<file path="config.mk">
export PLATFORM = sky130hd
export DESIGN_NAME = transform_loop_seq
export DESIGN_NICKNAME = d
export VERILOG_FILES = /design/src/rtl/transform_pkg.sv /design/src/rtl/rd_lat_pipe.sv /design/src/rtl/transform_loop_seq.sv
export SDC_FILE = /design/constraint.sdc
export NUM_CORES = 1
export LEC_CHECK = 0
export ABC_AREA = 1
export CORE_MARGIN = 1.5
export CORE_UTILIZATION = 39
export CTS_CLUSTER_DIAMETER = 50
export CTS_CLUSTER_SIZE = 40
export DETAILED_ROUTE_END_ITERATION = 12
export DONT_BUFFER_PORTS = 1
export RECOVER_POWER = 100
export SYNTH_ARGS = -nofsm -noshare
export SYNTH_HDL_FRONTEND = slang
export SYNTH_SLANG_ARGS = --single-unit
</file>
<file path="constraint.sdc">
create_clock -name clock -period 2 [get_ports clock]
set_clock_uncertainty 0.15 [all_clocks]
set_input_delay 0.6 -clock clock [delete_from_list [all_inputs] [get_ports clock]]
set_output_delay 0.6 -clock clock [all_outputs]
set_load 0.05 [all_outputs]
</file>
<file path="src/rtl/transform_pkg.sv">
// Shared types and defaults for the transform loop sequencer.
package transform_pkg;

  localparam int unsigned IDX_W_DEF  = 3;
  localparam int unsigned RD_LAT_DEF = 1;
  localparam int unsigned LAT_CNT_W  = 3;

  typedef enum logic [1:0] {
    ST_IDLE  = 2'd0,
    ST_RUN   = 2'd1,
    ST_DRAIN = 2'd2,
    ST_OUT   = 2'd3
  } state_e;

  // Per-read tag carried down the memory-latency pipe to the MAC.
  typedef struct packed {
    logic clr;
    logic en;
  } mac_tag_t;

endpackage

</file>
<file path="src/rtl/rd_lat_pipe.sv">
// Fixed-depth delay line aligning read tags with coefficient-memory data.
module rd_lat_pipe #(
  parameter int unsigned DEPTH = 1,
  parameter int unsigned WIDTH = 1
) (
  input  logic             clock,
  input  logic             reset,
  input  logic             flush,
  input  logic [WIDTH-1:0] din,
  output logic [WIDTH-1:0] dout
);

  logic [WIDTH-1:0] stage_q [DEPTH];
  logic [WIDTH-1:0] stage_d [DEPTH];

  always_comb begin
    for (int i = 0; i < DEPTH; i++) stage_d[i] = '0;
    if (!flush) begin
      stage_d[0] = din;
      for (int i = 1; i < DEPTH; i++) stage_d[i] = stage_q[i-1];
    end
  end

  always_ff @(posedge clock or posedge reset) begin
    if (reset) begin
      for (int i = 0; i < DEPTH; i++) stage_q[i] <= '0;
    end else begin
      stage_q <= stage_d;
    end
  end

  assign dout = stage_q[DEPTH-1];

endmodule

</file>
<file path="src/rtl/transform_loop_seq.sv">
// Four-deep loop sequencer (x, y outer / u, v inner) driving coefficient
// memory reads, MAC control and a ready/valid coefficient output.
module transform_loop_seq
  import transform_pkg::*;
#(
  parameter int unsigned IDX_W  = IDX_W_DEF,
  parameter int unsigned RD_LAT = RD_LAT_DEF
) (
  input  logic                 clock,
  input  logic                 reset,
  input  logic                 start,
  input  logic                 abort,
  input  logic                 out_ready,
  output logic [IDX_W-1:0]     u,
  output logic [IDX_W-1:0]     v,
  output logic [IDX_W-1:0]     x,
  output logic [IDX_W-1:0]     y,
  output logic [2*IDX_W-1:0]   address,
  output logic                 read_enable,
  output logic                 mac_en,
  output logic                 mac_clr,
  output logic                 coef_valid,
  output logic                 busy,
  output logic                 done
);

  localparam logic [IDX_W-1:0]     IDX_MAX  = '1;
  localparam logic [LAT_CNT_W-1:0] LAT_LAST = LAT_CNT_W'(RD_LAT - 1);

  state_e state_q, state_d;

  logic [IDX_W-1:0]     u_q, u_d, v_q, v_d, x_q, x_d, y_q, y_d;
  logic [LAT_CNT_W-1:0] lat_cnt_q, lat_cnt_d;
  logic                 read_enable_q, read_enable_d;
  logic                 coef_valid_q, coef_valid_d;
  logic                 busy_q, busy_d;
  logic                 done_q, done_d;

  logic     issue_last, coef_last;
  mac_tag_t tag_in, tag_out;

  assign issue_last = (u_q == IDX_MAX) && (v_q == IDX_MAX);
  assign coef_last  = (x_q == IDX_MAX) && (y_q == IDX_MAX);

  always_ff @(posedge clock or posedge reset) begin
    if (reset) state_q <= ST_IDLE;
    else       state_q <= state_d;
  end

  // Abort overrides every other transition, including start in IDLE.
  always_comb begin
    state_d = state_q;
    case (state_q)
      ST_IDLE:  if (start) state_d = ST_RUN;
      ST_RUN:   if (issue_last) state_d = ST_DRAIN;
      ST_DRAIN: if (lat_cnt_q == LAT_LAST) state_d = ST_OUT;
      ST_OUT:   if (out_ready) state_d = coef_last ? ST_IDLE : ST_RUN;
      default:  state_d = ST_IDLE;
    endcase
    if (abort) state_d = ST_IDLE;
  end

  always_comb begin
    u_d       = u_q;
    v_d       = v_q;
    x_d       = x_q;
    y_d       = y_q;
    lat_cnt_d = '0;
    case (state_q)
      ST_IDLE: begin
        if (state_d == ST_RUN) begin
          u_d = '0;
          v_d = '0;
          x_d = '0;
          y_d = '0;
        end
      end
      ST_RUN: begin
        v_d = v_q + IDX_W'(1);
        if (v_q == IDX_MAX) u_d = u_q + IDX_W'(1);
      end
      ST_DRAIN: lat_cnt_d = lat_cnt_q + LAT_CNT_W'(1);
      ST_OUT: begin
        if (out_ready && !coef_last) begin
          y_d = y_q + IDX_W'(1);
          if (y_q == IDX_MAX) x_d = x_q + IDX_W'(1);
          u_d = '0;
          v_d = '0;
        end
      end
      default: ;
    endcase
    if (abort && (state_q != ST_IDLE)) begin
      u_d = '0;
      v_d = '0;
      x_d = '0;
      y_d = '0;
    end
    read_enable_d = (state_d == ST_RUN);
    coef_valid_d  = (state_d == ST_OUT);
    busy_d        = (state_d != ST_IDLE);
    done_d        = (state_q == ST_OUT) && out_ready && coef_last && !abort;
  end

  always_ff @(posedge clock or posedge reset) begin
    if (reset) begin
      u_q           <= '0;
      v_q           <= '0;
      x_q           <= '0;
      y_q           <= '0;
      lat_cnt_q     <= '0;
      read_enable_q <= 1'b0;
      coef_valid_q  <= 1'b0;
      busy_q        <= 1'b0;
      done_q        <= 1'b0;
    end else begin
      u_q           <= u_d;
      v_q           <= v_d;
      x_q           <= x_d;
      y_q           <= y_d;
      lat_cnt_q     <= lat_cnt_d;
      read_enable_q <= read_enable_d;
      coef_valid_q  <= coef_valid_d;
      busy_q        <= busy_d;
      done_q        <= done_d;
    end
  end

  // The first product of every coefficient is the read at u=v=0.
  assign tag_in.en  = read_enable_q;
  assign tag_in.clr = read_enable_q && (u_q == '0) && (v_q == '0);

  rd_lat_pipe #(
    .DEPTH(RD_LAT),
    .WIDTH($bits(mac_tag_t))
  ) u_rd_lat_pipe (
    .clock(clock),
    .reset(reset),
    .flush(abort),
    .din  (tag_in),
    .dout (tag_out)
  );

  assign u           = u_q;
  assign v           = v_q;
  assign x           = x_q;
  assign y           = y_q;
  assign address     = {u_q, v_q};
  assign read_enable = read_enable_q;
  assign mac_en      = tag_out.en;
  assign mac_clr     = tag_out.clr;
  assign coef_valid  = coef_valid_q;
  assign busy        = busy_q;
  assign done        = done_q;

endmodule

</file>
[Word level (Yosys, flattened, before mapping)]
Cells that the tools add are included.
W data, S select, Z words.
Operators by class
  $add $sub $neg: 5
  equal/unequal tests: 13
  multiplexer cells: 23
  reduce and logical (&&, ||, !) cells: 23
Operator list (number)
  $mux W3: 11
  $pmux W3 S3: 2
  $add A3 B1 Y3 const B: 5
  $eq A3 B3 Y1 const B: 4
  $mux W2: 6
  $ne A3 B3 Y1 const B: 4
  $pmux W3 S2: 2
  $logic_and A1 B1 Y1: 9
  $logic_not A3 Y1: 3
  $pmux W2 S4: 1
  $reduce_and A4 Y1: 2
  $eq A2 B2 Y1 const B: 3
  $reduce_and A3 Y1: 2
  $eq A2 B1 Y1 const B: 2
  $reduce_bool A2 Y1: 2
  $reduce_bool A4 Y1: 1
  $reduce_bool A3 Y1: 1
  $logic_not A1 Y1: 2
  $logic_not A2 Y1: 1
  $mux W1: 1
Storage, ports and cells
  register bits: 23
  bits of input ports: 5
  output and inout port bits: 24

[Depth between registers and ports, before layout]
  depth after elaboration: 10
  mapped depth: 11
  mapped depth without buffers: 11

[Modules after synthesis]
A second synthesis with hierarchy kept.
Unflattened totals
  cells, all modules: 152
  area total of the unflattened synthesis: 1383.8 µm²
Modules (own cells, without submodules)
  transform_loop_seq: instances 1, cells each 145, area an instance 1315.0 µm²
  rd_lat_pipe: instances 1, cells each 7, area an instance 68.8 µm²

[Least setup slack after synthesis]
Ideal clock, no wire load.
  path kind: reg-to-reg
  from: register v_q[0], in the netlist v[0]
  to: register v_q[0], in the netlist v[0]
  arrival: 1.738 ns
  path slack: -0.028 ns
  cell stages (with the launch flop): 11
  clock period less this slack: 2.028 ns
  path through: dfrtp_1 -> ha_1 -> ha_1 -> nand3_1 -> nand2_1 -> nand3_2 -> nand3_4 -> nand2_4 -> nand2_2 -> nand2_1 -> o21ai_2
Between the ends
  longest elaborated chain between the ends: 8
RTL lines
  from (decl): RTL line transform_loop_seq.sv:32  | logic [IDX_W-1:0] u_q, u_d, v_q, v_d, x_q, x_d, y_q, y_d;
  from (signal assigned): RTL line transform_loop_seq.sv:118  | v_q <= v_d;
  $eq A3 B3 Y1: RTL line transform_loop_seq.sv:42  | assign issue_last = (u_q == IDX_MAX) && (v_q == IDX_MAX);
  $logic_and A1 B1 Y1: RTL line transform_loop_seq.sv:42
  $mux W2: RTL line transform_loop_seq.sv:55  | ST_RUN: if (issue_last) state_d = ST_DRAIN;
  $pmux W2 S4: RTL line transform_loop_seq.sv:53  | case (state_q)
  $mux W2: RTL line transform_loop_seq.sv:60  | if (abort) state_d = ST_IDLE;
  $eq A2 B1 Y1: RTL line transform_loop_seq.sv:71  | if (state_d == ST_RUN) begin
  $ne A3 B3 Y1 (no line)
  $reduce_and A3 Y1 (no line)
Several ways; a longest one is shown, not always the timed one.
A chain may end at the register's enable or synchronous reset.

[Final worst setup path]
  from: register u_q[2], in the netlist u[2]
  to: output address[5]
RTL lines
  from (decl): RTL line transform_loop_seq.sv:32
  from (signal assigned): RTL line transform_loop_seq.sv:117  | u_q <= u_d;
  to (decl): RTL line transform_loop_seq.sv:18  | output logic [2*IDX_W-1:0] address,
No word-level cell between the ends.

==> flow_summary.json <==
{
  "hpwl_mm": 1.927,
  "cts_tree": "built",
  "detail_route.vias_per_cell": 4.568,
  "timing.rr.end": "v[0]",
  "synth_area_per_cell_um2": 8.708,
  "tightest_slew_ns": 0.5489,
  "crit_chain": "buf_2",
  "clk_latency_ns": 0.31,
  "grt_overflow": 0,
  "crit_start": "u[2]",
  "place_ws_ns": 0.1317,
  "wl_per_cell_um": 11.72,
  "p_leak_nw": 0.8078,
  "fin_ws_ns": 0.09868,
  "rsz0062_at_grt": "false",
  "cts_sinks": 23,
  "start_kind": "flop",
  "htree_levels": 1,
  "fin_cells": 206,
  "drv_cap": 0,
  "critPathSlowestCell": "buf_2",
  "combPwrFrac_pct": 13.5,
  "initial_core_util_pct": 41.81,
  "num_vias": 941,
  "cts_made_buffers": 3,
  "syn_inst": 149,
  "root_buffer": "clkbuf_4",
  "io_buffer_count": 0,
  "num_rows": 20,
  "die_h_um": 60.68,
  "min_period_ns": 1.901,
  "syn_area_mm2": 0.001297,
  "hold_viol_final": 0,
  "placed_cells": 200,
  "drtIter0Drc": 14,
  "status": "finished clean",
  "cp.depth": 1,
  "relSlewSlack_pct": 63.40,
  "critPathMaxStageDelay_ns": 0.47,
  "reg2reg_from": "v[0]",
  "fillerInstances": 322,
  "grt_max_degree": 17,
  "drive_gt1_share_pct": 23.46,
  "grt_pass1_wl_mm": 4.153,
  "finalCritPeriodShare_pct": 95.07,
  "pin_count": 29,
  "ys_ff_latch": 23,
  "p_int_mw": 0.5781,
  "yosysSeqAreaShare_pct": 44.36,
  "final_antenna_net_count": 0,
  "critPathTopFamily": "buffers and inverters",
  "clock_path_buffers": 2,
  "arrival_ns": 1.15,
  "wl_mm": 2.415,
  "grtUsageTotal_pct": 15.11,
  "fin_tns_setup_ns": 0,
  "area_growth_pct": 11.19,
  "crit_required_ns": 1.25,
  "netSwitchingPower_mw": 0.2571,
  "endpoint_kind": "output pin",
  "ir_drop_mv": 0.3112,
  "die_area_mm2": 0.003682,
  "worst-path-buf-inv": 1,
  "path_max_fanout": 4,
  "grt_pass1_vias": 965,
  "place_area_mm2": 0.001406,
  "rrSetupSlack_ns": 0.13,
  "die_w_um": 60.68,
  "antennaDiodeCount": 0,
  "gp_congestion": 0.8092,
  "p_per_area_mw_per_mm2": 578.9,
  "post-route-drc-count": 0,
  "ys_types": 23,
  "setup_viol": 0,
  "fmaxAchievable_ghz": 0.5260,
  "cts.clk_slew.worst_paths_ns": 0.13,
  "syn-num-nets": 166,
  "drv_slew": 0,
  "clockPowerShare_pct": 26.4,
  "switching_share_pct": 30.78,
  "stdcell_area_mm2": 0.001443,
  "hold_path_class": "input port to flop",
  "path_class": "flop to output pin",
  "antenna_found_initial": 0,
  "synth_warnings": 0,
  "first_pass_iters": 3,
  "sequentialPowerShare_pct": 60.1,
  "layout.nets": 180,
  "core_mm2": 0.003103,
  "reg2reg_depth": 10,
  "crit_end": "address[5]"
}
[how the worst min path moves through the flow]
| stage | to | start | cells after the start |
|---|---|---|---|
| after floorplan | lat_cnt_q[0] | lat_cnt_q[0] | 1 |
| after global placement | lat_cnt_q[0] | lat_cnt_q[0] | 1 |
| after detailed placement | u_rd_lat_pipe.dout[1] | reset | 1 |
| after CTS | u_rd_lat_pipe.dout[0] | abort | 1 |
| after global routing | u_rd_lat_pipe.dout[0] | abort | 1 |
| final | u_rd_lat_pipe.dout[0] | abort | 1 |
[what timing repair did]
| action | in CTS | in global routing |
|---|---|---|
| hold buffers | 1 | 0 |
| gates resized for setup | 0 | 3 |
| setup buffers | 0 | 1 |
| hold endpoints to repair | 7 | 0 |
| endpoints found under the setup margin | 0 | 9 |
[sequential cells by signal, indices dropped and copies added, names as in the netlist]
signal,flops
busy,1
coef_valid,1
done,1
lat_cnt_q,3
read_enable,1
state_q,2
u,3
u_rd_lat_pipe.dout,2
v,3
x,3
y,3
[routing by layer]
layer  track usage, %  wire length (µm)  vias to the layer above  share of wire, %
li1                 -                 -                      488                 -
met3            3.412               144                        4               6.0
met2            26.11              1189                       17                49
met1            18.38              1046                      432                43
met4            5.590                35                        0               1.4
met5                0                 0                        -                 0
[power by group through the flow]
stage                     combinational, mW  clock (mW)  sequential, mW
after floorplan                      0.0760           0           0.529
after global placement                0.110           0           0.511
after detailed placement              0.112           0           0.511
after global routing                  0.126       0.246           0.504
final                                 0.113       0.220           0.502
after CTS                             0.114       0.226           0.503
[area by class of cell]
class,instances,area (µm²),share of cell area [%]
clock buffers,3,22.52,1.561
clock inverters,1,5.005,0.3469
inverters,27,101.3,7.025
multi-input cells,93,591.8,41.02
flip-flops and latches,23,576.8,39.98
well taps,44,55.05,3.816
repair buffers,15,90.09,6.245
[cells by family after synthesis]
group           after synthesis  synth area share (%)
compound gates                3                 1.639
flops                        23                 44.36
simple gates                 77                 30.47
fa+ha+maj                    12                 11.57
buf+inv                      33                 11.28
xor+xnor                      1                0.6751
[layout by cell type (no fill, tap or decap), drive strengths merged]
cell | netlist | routed
clkbuf | 0 | 11
nor3 | 1 | 1
nand3b | 1 | 1
nand4 | 5 | 5
o21ai | 2 | 2
dlygate4sd3 | 0 | 1
nand3 | 13 | 13
o211ai | 1 | 1
nor2 | 17 | 17
nand2 | 38 | 38
xnor2 | 1 | 1
clkinv | 1 | 2
inv | 26 | 26
buf | 6 | 6
or2 | 2 | 2
dfrtp | 23 | 23
ha | 12 | 12
[synth_stat cells (all sizes together)]
library cell / n / share of area, %
dfrtp: 23 / 44
o211ai: 1 / 0.58
nor3: 1 / 0.39
inv: 26 / 7.5
buf: 6 / 3.5
clkinv: 1 / 0.29
o21ai: 2 / 1.1
xnor2: 1 / 0.68
nand3b: 1 / 0.58
ha: 12 / 12
nand3: 13 / 8.3
nor2: 17 / 5.5
nand4: 5 / 2.4
or2: 2 / 1.2
nand2: 38 / 12
[through the flow]
step,util [%],hold WS (ns),power (mW)
detailed placement,45.32,0.3052,0.6232
finish,46.49,0.2017,0.8352
global placement,45.32,0.2908,0.6209
floorplan,-,0.2798,0.6049
CTS,46.53,0.2007,0.8419
global route,46.49,0.1900,0.8765
Power figures use the tool's default switching activity.
==> RTL change, RTL diff (same flow settings) <==
Encoding of `state_e`: now one-hot (4 bits for 4 states).
--- a/src/rtl/transform_pkg.sv
+++ b/src/rtl/transform_pkg.sv
@@ -5,11 +5,11 @@
   localparam int unsigned RD_LAT_DEF = 1;
   localparam int unsigned LAT_CNT_W  = 3;
 
-  typedef enum logic [1:0] {
-    ST_IDLE  = 2'd0,
-    ST_RUN   = 2'd1,
-    ST_DRAIN = 2'd2,
-    ST_OUT   = 2'd3
+  typedef enum logic [3:0] {
+    ST_IDLE  = 4'b0001,
+    ST_RUN   = 4'b0010,
+    ST_DRAIN = 4'b0100,
+    ST_OUT   = 4'b1000
   } state_e;
 
   // Per-read tag carried down the memory-latency pipe to the MAC.
Function: same outputs for any inputs over 10 cycles, from zero or initial values and one cycle with reset high; not proved beyond that.
==> RTL change against the unedited design <==
Hold slack got worse by 0.034 ns. Sequential cell count rose by 2. Register-to-register slack gained 0.03 ns. Setup slack better by 0.059 ns. Count of clock-buffer cells in the layout did not move. Design area grew 6.0%. Synthesized area rose by 9.1%. Sequential power rose by 7.6%. Synthesized cell count grew 13%. Total power up 5.6%. First-iteration DRC count rose to 2.8 times the old value. Routed wire length is 6.7% higher. Via count rose by 13%.
==> RTL change: results <==
[run_status]
status = finished clean

[clock_tree]
clkTransAtPathRegs_ns = 0.15

[grt]
track_usage = 0.145
grt_use_met3 = 0.0286
grt_max_degree = 26
grt_pass1_wl_um = 4580
first_global_vias = 1033

[critical_path]
cp_max_fo = 9
cp_slowest_stage_delay_ns = 0.42
cp.arrival_ns = 1.91
crit_family = simple AND/OR/NAND/NOR gates
cp_slowest_cell = dfrtp_1

[placed_design]
dp_slack_ns = 0.181
gp_congestion = 0.770

[drt]
vias = 1065
first_pass_iters = 4
postRouteWirelength_um = 2580
drtIter0Drc = 39
vias_per_cell = 4.73

[layout]
nets = 197
drive_gt1_frac = 0.196

[synthesis]
ys_seq_area_frac = 0.443
synth_nets = 186
yosys-top-cells-count = nand2_1 (41), dfrtp_1 (24), inv_1 (23), nor2_1 (16), ha_1 (12)
synth_area_leaders = dfrtp_1 (42%), nand2_1 (11%), ha_1 (11%), inv_1 (6.1%), nor2_1 (4.2%)
## RTL change: cell families (layout without fill, tap and decap cells)
| logic type | Yosys count | in the layout | synth area share |
|---|---|---|---|
| AO/OA/AOI/OAI | 9 | 9 | 0.0327 |
| XOR/XNOR | 1 | 1 | 0.00619 |
| adder cells (fa/ha/maj) | 12 | 12 | 0.106 |
| buffers and inverters | 32 | 42 | 0.103 |
| flip-flops | 25 | 25 | 0.443 |
| AND/OR/NAND/NOR | 90 | 90 | 0.309 |
## RTL change: layout make-up
class                   count  share of cell area
multi-input cells         112               0.420
flip-flops and latches     25               0.410
inverters                  25              0.0614
repair buffers             13              0.0516
well taps                  46              0.0376
clock buffers               3              0.0147
clock inverters             1             0.00491
## RTL change: where the power goes
part           total (mW)  leakage (nW)  switching (mW)  internal, mW
clock network       0.236        0.0139           0.159        0.0763
logic               0.106         0.476          0.0793        0.0270
registers           0.540         0.343          0.0247         0.516
## RTL change: path summary, 6_finish.rpt
kind / depth (start not counted) / from / slack (ns) / endpoint
setup / recovery: 10 / v[0]$_DFFE_PP0P_ / 0.16 / v[0]$_DFFE_PP0P_
min in group asynchronous: 2 / reset / 0.44 / u_rd_lat_pipe.dout[0]$_DFF_PP0_
hold / removal: 1 / abort / 0.17 / coef_valid$_DFF_PP0_
max in group asynchronous: 2 / reset / 0.48 / x[1]$_DFFE_PP0P_
setup reg to reg: 10 / v[0]$_DFFE_PP0P_ / 0.16 / v[0]$_DFFE_PP0P_
hold reg to reg: 1 / lat_cnt_q[0]$_DFF_PP0_ / 0.32 / lat_cnt_q[0]$_DFF_PP0_
## RTL change: worst register-to-register path, delay by kind of cell, from the launching register on
family	cells	cell delay [ns]
simple gates	7	0.66
compound gates	1	0.07
flops	1	0.42
fa+ha+maj	2	0.43
